==> src/rtl/cluster_sched_pkg.sv <==
// Shared constants, frame type and FSM states for the cluster readout scheduler.
// Optional feature macro: CLUSTER_SCHED_BX_TAG_EN adds a 12-bit BX tag to each frame.
package cluster_sched_pkg;

    localparam int          ADR_W     = 11;
    localparam int          NUM_SLOTS = 8;
    localparam logic [10:0] ADR_MAX   = 11'd1535;
    localparam logic [10:0] ADR_EMPTY = 11'h7FF;
    localparam logic [11:0] BX_MAX    = 12'd3563;

    // One buffered BX frame: all eight addresses plus the occupancy mask
    typedef struct packed {
        logic [NUM_SLOTS*ADR_W-1:0] adrs;
        logic [NUM_SLOTS-1:0]       mask;
`ifdef CLUSTER_SCHED_BX_TAG_EN
        logic [11:0]                bx;
`endif
    } frame_t;

    typedef enum logic {
        S_IDLE  = 1'b0,
        S_DRAIN = 1'b1
    } state_t;

    // A slot carries a hit only when its address is a real strip (< 1536)
    function automatic logic [NUM_SLOTS-1:0] occupancy(input logic [NUM_SLOTS*ADR_W-1:0] a);
        logic [NUM_SLOTS-1:0] m;
        m = '0;
        for (int k = 0; k < NUM_SLOTS; k++) begin
            m[k] = (a[k*ADR_W +: ADR_W] <= ADR_MAX);
        end
        return m;
    endfunction

endpackage

==> src/rtl/cluster_readout_scheduler_prio.sv <==
// Combinational lowest-set-bit encoder over eight request bits.
// Not affected by CLUSTER_SCHED_BX_TAG_EN.
module slot_prio_enc8 (
    input  logic [7:0] i_req,
    output logic [2:0] o_index,
    output logic       o_any,
    output logic [7:0] o_onehot
);

    // Scan from the top so the lowest set bit wins; onehot isolates that same bit
    always_comb begin
        o_any    = |i_req;
        o_onehot = i_req & (~i_req + 8'd1);
        o_index  = 3'd0;
        for (int k = 7; k >= 0; k--) begin
            if (i_req[k]) begin
                o_index = 3'(k);
            end
        end
    end

endmodule

==> src/rtl/cluster_readout_scheduler.sv <==
// Drains per-BX strip address frames onto a ready/valid stream, one hit per clock.
// Frames are buffered whole in a small FIFO; frames arriving at a full FIFO are
// dropped and counted. Optional feature macro: CLUSTER_SCHED_BX_TAG_EN (BX tagging).
module cluster_readout_scheduler #(
    parameter int ADR_W       = 11,
    parameter int FRAME_DEPTH = 2,
    parameter int OVF_W       = 16
) (
    input  logic               clock4x,
    input  logic               reset_n,
    input  logic               frame_valid,
    input  logic [8*ADR_W-1:0] adrs,
    output logic               out_valid,
    input  logic               out_ready,
    output logic [ADR_W-1:0]   out_adr,
    output logic [2:0]         out_slot,
    output logic               out_last,
    output logic               ovf_pulse,
    output logic [OVF_W-1:0]   ovf_cnt
`ifdef CLUSTER_SCHED_BX_TAG_EN
    ,
    input  logic               bc0,
    output logic [11:0]        out_bx
`endif
);
    import cluster_sched_pkg::*;

    localparam int         PW      = $clog2(FRAME_DEPTH);
    localparam logic [PW:0] DEPTH_L = (PW+1)'(FRAME_DEPTH);

    state_t           r_state, w_next_state;
    frame_t           r_fifo [FRAME_DEPTH];
    logic [PW:0]      r_wr_ptr, r_rd_ptr;
    logic [PW:0]      w_count, w_count_after, w_rd_next;
    logic [7:0]       r_work, w_work_after, w_next_work, w_in_mask;
    frame_t           w_in_frame, w_next_head;
    logic             w_accept, w_frame_done, w_full, w_write, w_drop;
    logic [2:0]       w_enc_idx;
    logic             w_enc_any;
    logic [7:0]       w_enc_onehot;

    logic             r_out_valid, r_out_last, r_ovf_pulse;
    logic [ADR_W-1:0] r_out_adr;
    logic [2:0]       r_out_slot;
    logic [OVF_W-1:0] r_ovf_cnt;

`ifdef CLUSTER_SCHED_BX_TAG_EN
    logic [11:0]      r_bx_cnt, w_bx_next, r_out_bx;
`endif

    // Incoming frame, FIFO occupancy and the write/drop decision (head is freed before the write)
    always_comb begin
        w_in_mask  = occupancy(adrs);
        w_in_frame = '0;
        w_in_frame.adrs = adrs;
        w_in_frame.mask = w_in_mask;
`ifdef CLUSTER_SCHED_BX_TAG_EN
        w_bx_next = bc0 ? 12'd0 : ((r_bx_cnt == BX_MAX) ? 12'd0 : r_bx_cnt + 12'd1);
        w_in_frame.bx = w_bx_next;
`endif
        w_accept      = r_out_valid & out_ready;
        w_frame_done  = w_accept & r_out_last;
        w_count       = r_wr_ptr - r_rd_ptr;
        w_full        = (w_count == DEPTH_L);
        w_write       = frame_valid & (|w_in_mask) & (~w_full | w_frame_done);
        w_drop        = frame_valid & (|w_in_mask) & w_full & ~w_frame_done;
        w_count_after = w_count - {{PW{1'b0}}, w_frame_done};
        w_rd_next     = r_rd_ptr + {{PW{1'b0}}, w_frame_done};
        w_work_after  = w_accept ? (r_work & ~(8'b1 << r_out_slot)) : r_work;
    end

    // Next state plus which frame and remaining-slot mask will be presented next cycle
    always_comb begin
        w_next_state = r_state;
        w_next_head  = r_fifo[r_rd_ptr[PW-1:0]];
        w_next_work  = w_work_after;
        case (r_state)
            S_IDLE: begin
                w_next_work = '0;
                if (w_write) begin
                    w_next_state = S_DRAIN;
                    w_next_head  = w_in_frame;
                    w_next_work  = w_in_mask;
                end
            end
            S_DRAIN: begin
                if (w_frame_done) begin
                    if (w_count_after != '0) begin
                        w_next_head = r_fifo[w_rd_next[PW-1:0]];
                        w_next_work = w_next_head.mask;
                    end else if (w_write) begin
                        w_next_head = w_in_frame;
                        w_next_work = w_in_mask;
                    end else begin
                        w_next_state = S_IDLE;
                        w_next_work  = '0;
                    end
                end
            end
            default: begin
                w_next_state = S_IDLE;
                w_next_work  = '0;
            end
        endcase
    end

    slot_prio_enc8 u_prio (
        .i_req    (w_next_work),
        .o_index  (w_enc_idx),
        .o_any    (w_enc_any),
        .o_onehot (w_enc_onehot)
    );

    // State, pointers, working mask, registered outputs and the overflow counter
    always_ff @(posedge clock4x or negedge reset_n) begin
        if (!reset_n) begin
            r_state     <= S_IDLE;
            r_wr_ptr    <= '0;
            r_rd_ptr    <= '0;
            r_work      <= '0;
            r_out_valid <= 1'b0;
            r_out_adr   <= '0;
            r_out_slot  <= '0;
            r_out_last  <= 1'b0;
            r_ovf_pulse <= 1'b0;
            r_ovf_cnt   <= '0;
        end else begin
            r_state     <= w_next_state;
            r_wr_ptr    <= r_wr_ptr + {{PW{1'b0}}, w_write};
            r_rd_ptr    <= w_rd_next;
            r_work      <= w_next_work;
            r_out_valid <= w_enc_any;
            r_out_last  <= w_enc_any && (w_next_work == w_enc_onehot);
            if (w_enc_any) begin
                r_out_adr  <= w_next_head.adrs[w_enc_idx*ADR_W +: ADR_W];
                r_out_slot <= w_enc_idx;
            end
            r_ovf_pulse <= w_drop;
            if (w_drop && (r_ovf_cnt != '1)) begin
                r_ovf_cnt <= r_ovf_cnt + 1'b1;
            end
        end
    end

    // Frame storage needs no reset; the pointers define what is valid
    always_ff @(posedge clock4x) begin
        if (w_write) begin
            r_fifo[r_wr_ptr[PW-1:0]] <= w_in_frame;
        end
    end

`ifdef CLUSTER_SCHED_BX_TAG_EN
    // BX counter advances on every frame strobe and the head frame's tag follows its addresses
    always_ff @(posedge clock4x or negedge reset_n) begin
        if (!reset_n) begin
            r_bx_cnt <= '0;
            r_out_bx <= '0;
        end else begin
            if (frame_valid) begin
                r_bx_cnt <= w_bx_next;
            end
            if (w_enc_any) begin
                r_out_bx <= w_next_head.bx;
            end
        end
    end

    assign out_bx = r_out_bx;
`endif

    assign out_valid = r_out_valid;
    assign out_adr   = r_out_adr;
    assign out_slot  = r_out_slot;
    assign out_last  = r_out_last;
    assign ovf_pulse = r_ovf_pulse;
    assign ovf_cnt   = r_ovf_cnt;

endmodule

==> config.mk <==
export PLATFORM = sky130hd
export DESIGN_NAME = cluster_readout_scheduler
export DESIGN_NICKNAME = d
export VERILOG_FILES = /design/src/rtl/cluster_sched_pkg.sv /design/src/rtl/cluster_readout_scheduler_prio.sv /design/src/rtl/cluster_readout_scheduler.sv
export SDC_FILE = /design/constraint.sdc
export NUM_CORES = 1
export LEC_CHECK = 0
export BUFFER_PORTS_ARGS = -buffer_cell sky130_fd_sc_hd__buf_2
export CAP_MARGIN = 20
export CORE_MARGIN = 2
export CORE_UTILIZATION = 54
export CTS_CLUSTER_DIAMETER = 120
export DETAILED_ROUTE_END_ITERATION = 6
export GPL_TIMING_DRIVEN = 0
export PLACE_DENSITY = 0.77
export SETUP_SLACK_MARGIN = 0.1
export SYNTH_ARGS = -nofsm -noshare
export SYNTH_HDL_FRONTEND = slang
export SYNTH_SLANG_ARGS = --single-unit
==> constraint.sdc <==
create_clock -name clock4x -period 4.8 [get_ports clock4x]
set_input_delay 0.96 -clock clock4x [delete_from_list [all_inputs] [get_ports clock4x]]
set_output_delay 0.96 -clock clock4x [all_outputs]
set_load 0.01 [all_outputs]
; Yosys cells after proc, flatten, opt, wreduce, memory -nomap -nowiden
; Memory sizes are Yosys's and may differ from the RTL's.
; Index checks and enable logic that the tools add are counted.
[classes]
addsub = 6
mul = 1
n_lt_le_gt_ge = 8
n_eq_ne = 3
shift = 2
n_mux = 22
bitwise_logic = 14
reduce_logical = 5
[ops]
columns = cell, count
row1 = two-way mux 96 bit, 3
row2 = case mux 96 bit (2 select lines), 1
row3 = less-or-equal comparator 11 bit (second input constant), 8
row4 = variable part select 88 x 8 -> 11 bit, 1
row5 = two-way mux 8 bit, 4
row6 = two-way mux 3 bit, 8
row7 = adder 16 x 1 -> 16 bit (second input constant), 1
row8 = AND 8 bit, 2
row9 = != test 16 bit (second input constant), 1
row10 = NOT 8 bit, 2
row11 = case mux 8 bit (2 select lines), 1
row12 = OR reduction 8 bit, 2
row13 = adder 8 x 1 -> 8 bit (second input constant), 1
row14 = equality test 8 bit, 1
row15 = left shift 1 x 3 -> 8 bit (first input constant), 1
row16 = multiplier 3 x 4 -> 7 bit (second input constant), 1
row17 = AND 1 bit, 6
row18 = adder 2 x 1 -> 2 bit, 2
row19 = two-way mux 1 bit, 4
row20 = NOT 1 bit, 3
row21 = equality test 2 bit (second input constant), 1
row22 = logical AND 1 bit, 2
row23 = case mux 1 bit (2 select lines), 1
row24 = nonzero test 2 bit, 1
row25 = 3 further kinds, 3
[word_totals]
regBits = 46
mem_bits_rw = 192
in_bits = 92
out_inout_bits = 33
memories = 1
[memory_table]
columns = name, depth, word_bits, read_ports, rd_clocked_by_memory_dff, wr, line
row1 = r_fifo, 2, 96, 2, 0, 1, cluster_readout_scheduler.sv:32  ; frame_t r_fifo [FRAME_DEPTH];

; Logic depth before layout (Yosys ltp)
[depth]
word_depth = 19
depth_mapped = 19
mapped_depth_nobuf = 13

; By module
; Synthesis repeated with hierarchy kept, for this count alone.
[hier_totals]
hier_cells = 880
hier_area_um2 = 11732.5
[modules_own_cells]
columns = module, instances, cells_per_inst, area_per_inst_um2, seq_area_each_um2
row1 = cluster_readout_scheduler, 1, 857, 11593.6, 6916.6
row2 = slot_prio_enc8, 1, 23, 138.9, 0.0

; Worst setup path after synthesis
; Ideal clock, no wire load.
[synth_path]
kind = input port to flip-flop
start = input port out_ready
end = memory r_fifo[1][0] (netlist bit) (enable)
arrival_ps = 4608
required_ps = 4332
setup_slack_ps = -275
path_stages = 9
cell_sequence = nand3_2 > buf_2 > nand3_1 > nand2b_1 > clkbuf_1 > buf_1 > clkinv_1 > clkbuf_1 > ha_1
[synth_between]
elab_chain_len = 6
[synth_lines]
columns = item, line
row1 = from (decl), cluster_readout_scheduler.sv:14  ; input logic out_ready,
row2 = AND 1 bit, cluster_readout_scheduler.sv:61  ; w_accept = r_out_valid & out_ready;
row3 = AND 1 bit, cluster_readout_scheduler.sv:62  ; w_frame_done = w_accept & r_out_last;
row4 = OR 1 bit, cluster_readout_scheduler.sv:65  ; w_write = frame_valid & (|w_in_mask) & (~w_full | w_frame_done);
row5 = AND 1 bit, cluster_readout_scheduler.sv:65
row6 = two-way mux 1 bit, cluster_readout_scheduler.sv:147  ; if (w_write) begin
row7 = two-way mux 1 bit (not written as such), cluster_readout_scheduler.sv:148  ; r_fifo[r_wr_ptr[PW-1:0]] <= w_in_frame;
row8 = to (decl), cluster_readout_scheduler.sv:32
; No other way between the ends.

; Worst setup path after layout
[layout_path]
start = input port out_ready
end = register r_out_adr[2], in the netlist out_adr[2]
[layout_between]
elab_cells_between_ends = 28
cone_classes = add/sub (2) / mul (1) / shift (1) / mux (17) / bitwise (4) / reduce/logical (2) / memory (1)
[layout_lines]
columns = item, line
row1 = AND 1 bit (*), cluster_readout_scheduler.sv:61
row2 = AND 1 bit (*), cluster_readout_scheduler.sv:62
row3 = adder 2 x 1 -> 2 bit (*), cluster_readout_scheduler.sv:68  ; w_rd_next = r_rd_ptr + {{PW{1'b0}}, w_frame_done};
row4 = named net w_rd_next[0], cluster_readout_scheduler.sv:34  ; logic [PW:0] w_count, w_count_after, w_rd_next;
row5 = memory (2 x 96 bit) (*), n/a
row6 = two-way mux 8 bit, cluster_readout_scheduler.sv:88  ; if (w_count_after != '0) begin
row7 = two-way mux 8 bit, cluster_readout_scheduler.sv:87  ; if (w_frame_done) begin
row8 = case mux 8 bit (2 select lines), cluster_readout_scheduler.sv:77  ; case (r_state)
row9 = two-way mux 3 bit (8 in series), cluster_readout_scheduler_prio.sv:16  ; if (i_req[k]) begin
row10 = multiplier 3 x 4 -> 7 bit, cluster_readout_scheduler.sv:135  ; r_out_adr <= w_next_head.adrs[w_enc_idx*ADR_W +: ADR_W];
row11 = variable part select 88 x 8 -> 11 bit, cluster_readout_scheduler.sv:135
row12 = to (signal assigned), cluster_readout_scheduler.sv:135
row13 = to (decl), cluster_readout_scheduler.sv:43  ; logic [ADR_W-1:0] r_out_adr;
; The timed path passes the listed nets; every way through them passes the cells marked *.
; A chain may end at the register's enable or synchronous reset.

==> flow_summary.yaml <==
die:
  rows: 54
  pin_count: 125
  die_w_um: 153
  initial_core_util_pct: 54.8
  core_area_mm2: 0.0218
  die_area_mm2: 0.0233
  die_h_um: 153
cells_and_area:
  syn2layout_area_growth_pct: 18.2
  fillers: 1631
  ff_latch_area_mm2: 0.00692
  final_layout_size_suffix_gt1_share_pct: 21.5
  finalNetCount: 1262
  multiInputGateArea_mm2: 0.00460
setup_path:
  ff2ff_path_depth: 17
  arrival_ns: 5.04
  reg2reg_from: "out_valid$_DFF_PN0_"
  critPathKind: "input port to flop"
  worstSetupStartpointType: "input port"
  r2r_setup_slack_ns: 0.23
  crit_buf_inv: 6
  startpoint: "out_ready"
  max_stage_delay_ns: 0.46
  crit_fanout: 10
  worst_path_max_delay_cell: "a2111oi_2"
  end_kind: "flop"
  worstReg2RegEnd: "out_adr[2]$_DFFE_PN0P_"
  crit_family: "compound AO/OA/AOI/OAI gates"
  required_ns: 5.20
  worstPathCellList: "buf_2 -> nand3_2 -> buf_4 -> inv_2 -> buf_6 -> ha_1 -> buf_6 -> mux2i_1 -> nand3_1 -> o22ai_4 -> o22ai_2 -> a211oi_4 -> a21o_1 -> buf_4 -> mux4_2 -> mux2_2 -> a2111oi_2 -> o311ai_1"
grt:
  grt_max_degree: 58
  grt_pass1_wl_um: 53200
  grt_use_total_pct: 29.0
  antenna_found_initial: 6
  overflow: 0
  grt_pass1_vias: 9590
placement:
  routabilityCongestion: 0.915
  port_buffers: 124
  hpwl_um: 23200
routing:
  ant_nets: 0
  vias: 9653
  drc: 0
  avgViaCountPerCell: 6.56
  routed_wl_um: 34400
  first_pass_iters: 6
  wire_per_inst_um: 23.4
  drtIter0Drc: 1305
clock_network:
  path_clk_slew_ns: 0.06
  cts_sinks: 238
  clkLatencyLatePin_ns: 0.55
  postCtsHoldBufs: 0
  h-tree-depth: 1
  numCtsBuffers: 27
  tritoncts: "built"
  clockRootBuffer: "clkbuf_16"
  cts_buffer_depth: 3
timing:
  hold_violations: 0
  tns_ns: 0
  tightest_slew_ns: 0.943
  fmax_mhz: 216
  fin_crit_sh_pct: 96.7
  slew-limit-headroom_pct: 36.9
  final_max_slew_viol_count: 0
  finalCriticalPeriod_ns: 4.64
  hold_slack_ns: 0.302
  clock_skew_ns: 0.0176
  setup_viol: 0
run:
  max_cap_viol_count: 0
synth:
  syn-cell-area_mm2: 0.0119
  ys_seq_area_share_pct: 58.0
  synth-seq-cells: 238
  synth_nets: 1101
  synth.distinct_cells: 67
  synthCells: 1004
  synthArstFlopShare_pct: 19.3
  ys.flop_type: "edfxtp_1"
  synth_area_leaders: "edfxtp_1 48%, dfrtp_1 9.6%, mux2i_1 5.6%"
  synth-edff-count: 192
  postSynthAreaPerCell_um2: 11.9
  synth_warnings: 0
  synth_top_area_share_pct: 48.3
  synth_area_leader_cell: "edfxtp_1"
run_status:
  outcome: "complete, no violations"
worst_hold_path:
  hold_class: "input port to async pin"
registers in the layout, indices dropped and copies added, names as in the netlist:
register	cells
r_work	8
r_wr_ptr	2
out_last	1
ovf_pulse	1
out_slot	3
out_adr	11
out_valid	1
r_state	1
r_rd_ptr	2
ovf_cnt	16
r_fifo	192
worst max-delay path by stage:
| stage | end | slack [ns] | depth (start not counted) |
|---|---|---|---|
| 2_1_floorplan | out_adr[0]$_DFFE_PN0P_ | 0.26 | 17 |
| 3_3_place_gp | out_adr[10]$_DFFE_PN0P_ | -1.02 | 19 |
| 3_5_place_dp | out_adr[10]$_DFFE_PN0P_ | -1.08 | 19 |
| 4_1_cts | out_adr[8]$_DFFE_PN0P_ | 0.14 | 21 |
| 5_1_grt | out_adr[2]$_DFFE_PN0P_ | -0.01 | 18 |
| 6_report | out_adr[2]$_DFFE_PN0P_ | 0.16 | 18 |
cells by family after synthesis:
logic type               Yosys count  synth area share (%)
buffers and inverters            119                  4.23
flip-flops                       238                  58.0
AND/OR/NAND/NOR                  258                  9.16
multiplexers                      92                  9.21
adder cells (fa/ha/maj)            5                 0.524
AO/OA/AOI/OAI                    273                  17.4
XOR/XNOR                          19                  1.53
layout make-up:
cell class,count,share of cell area (%)
timing repair buffer,133,5.34
clock inverter,13,1.44
antenna,5,0.0887
buffer,72,2.47
sequential,238,49.0
multi-input combinational,647,32.6
tap,280,2.48
clock buffer,37,5.34
inverter,46,1.22
cell usage after synthesis (9+ instances only):
cell,n
xnor2_1,13
o21ai_0,28
nand4_1,9
a211oi_1,46
clkbuf_1,40
mux4_2,13
o211ai_1,15
a21oi_1,50
nand3_1,26
o221ai_1,10
edfxtp_1,192
mux2i_1,67
inv_1,44
a221oi_1,60
dfrtp_1,46
nand2_1,143
nor2_1,55
buf_2,19
per-layer routing:
layer / vias to the layer above / wire length, µm / track usage, %
met5: - / 13 / 0
li1: 4208 / - / -
met3: 123 / 4240 / 7.34
met2: 684 / 15500 / 43.7
met4: 2 / 1380 / 12.8
met1: 4636 / 13300 / 40.2
cells in the final DEF, fill, tap and decap left out, types with 5 or more instances in the layout:
cell,Yosys,final
diode_2,0,5
a22oi_1,5,5
edfxtp_1,192,192
xnor2_1,13,13
buf_2,19,138
o21ai_0,28,28
buf_4,3,11
clkbuf_16,0,27
a221oi_1,60,59
mux4_2,13,13
mux2_2,8,8
o221ai_1,10,9
nand2b_1,5,5
nor2_1,55,54
a211oi_1,46,46
nand3_1,26,26
xor2_1,5,5
a22o_1,5,5
dfrtp_1,46,46
nand2_1,143,143
nand4_1,9,9
buf_1,8,7
nor4_1,5,5
clkbuf_1,40,43
mux2i_1,67,67
bufinv_16,0,5
a21oi_1,50,50
inv_1,44,44
o211ai_1,15,15
timing repair:
item	in CTS	in global routing
gates resized for setup	9	13
endpoints found under the setup margin	11	14
pin swaps	3	3
hold endpoints to repair	0	0
buffers inserted	5	1
stage by stage:
step           std cells  cell area [µm²]  utilization [%]  setup slack, ns
3_5_place_dp        1411            13000             59.8            -1.08
4_1_cts             1465            14000             64.5            0.144
5_1_grt             1470            14100             64.8         -0.00971
3_3_place_gp        1408            12900             59.3            -1.02
2_1_floorplan       1004            11900                -            0.259
6_report            1471            14100             64.8            0.161
Power is not shown: default switching activity piles up to over one toggle a cycle in this logic, so the estimate is an artifact.
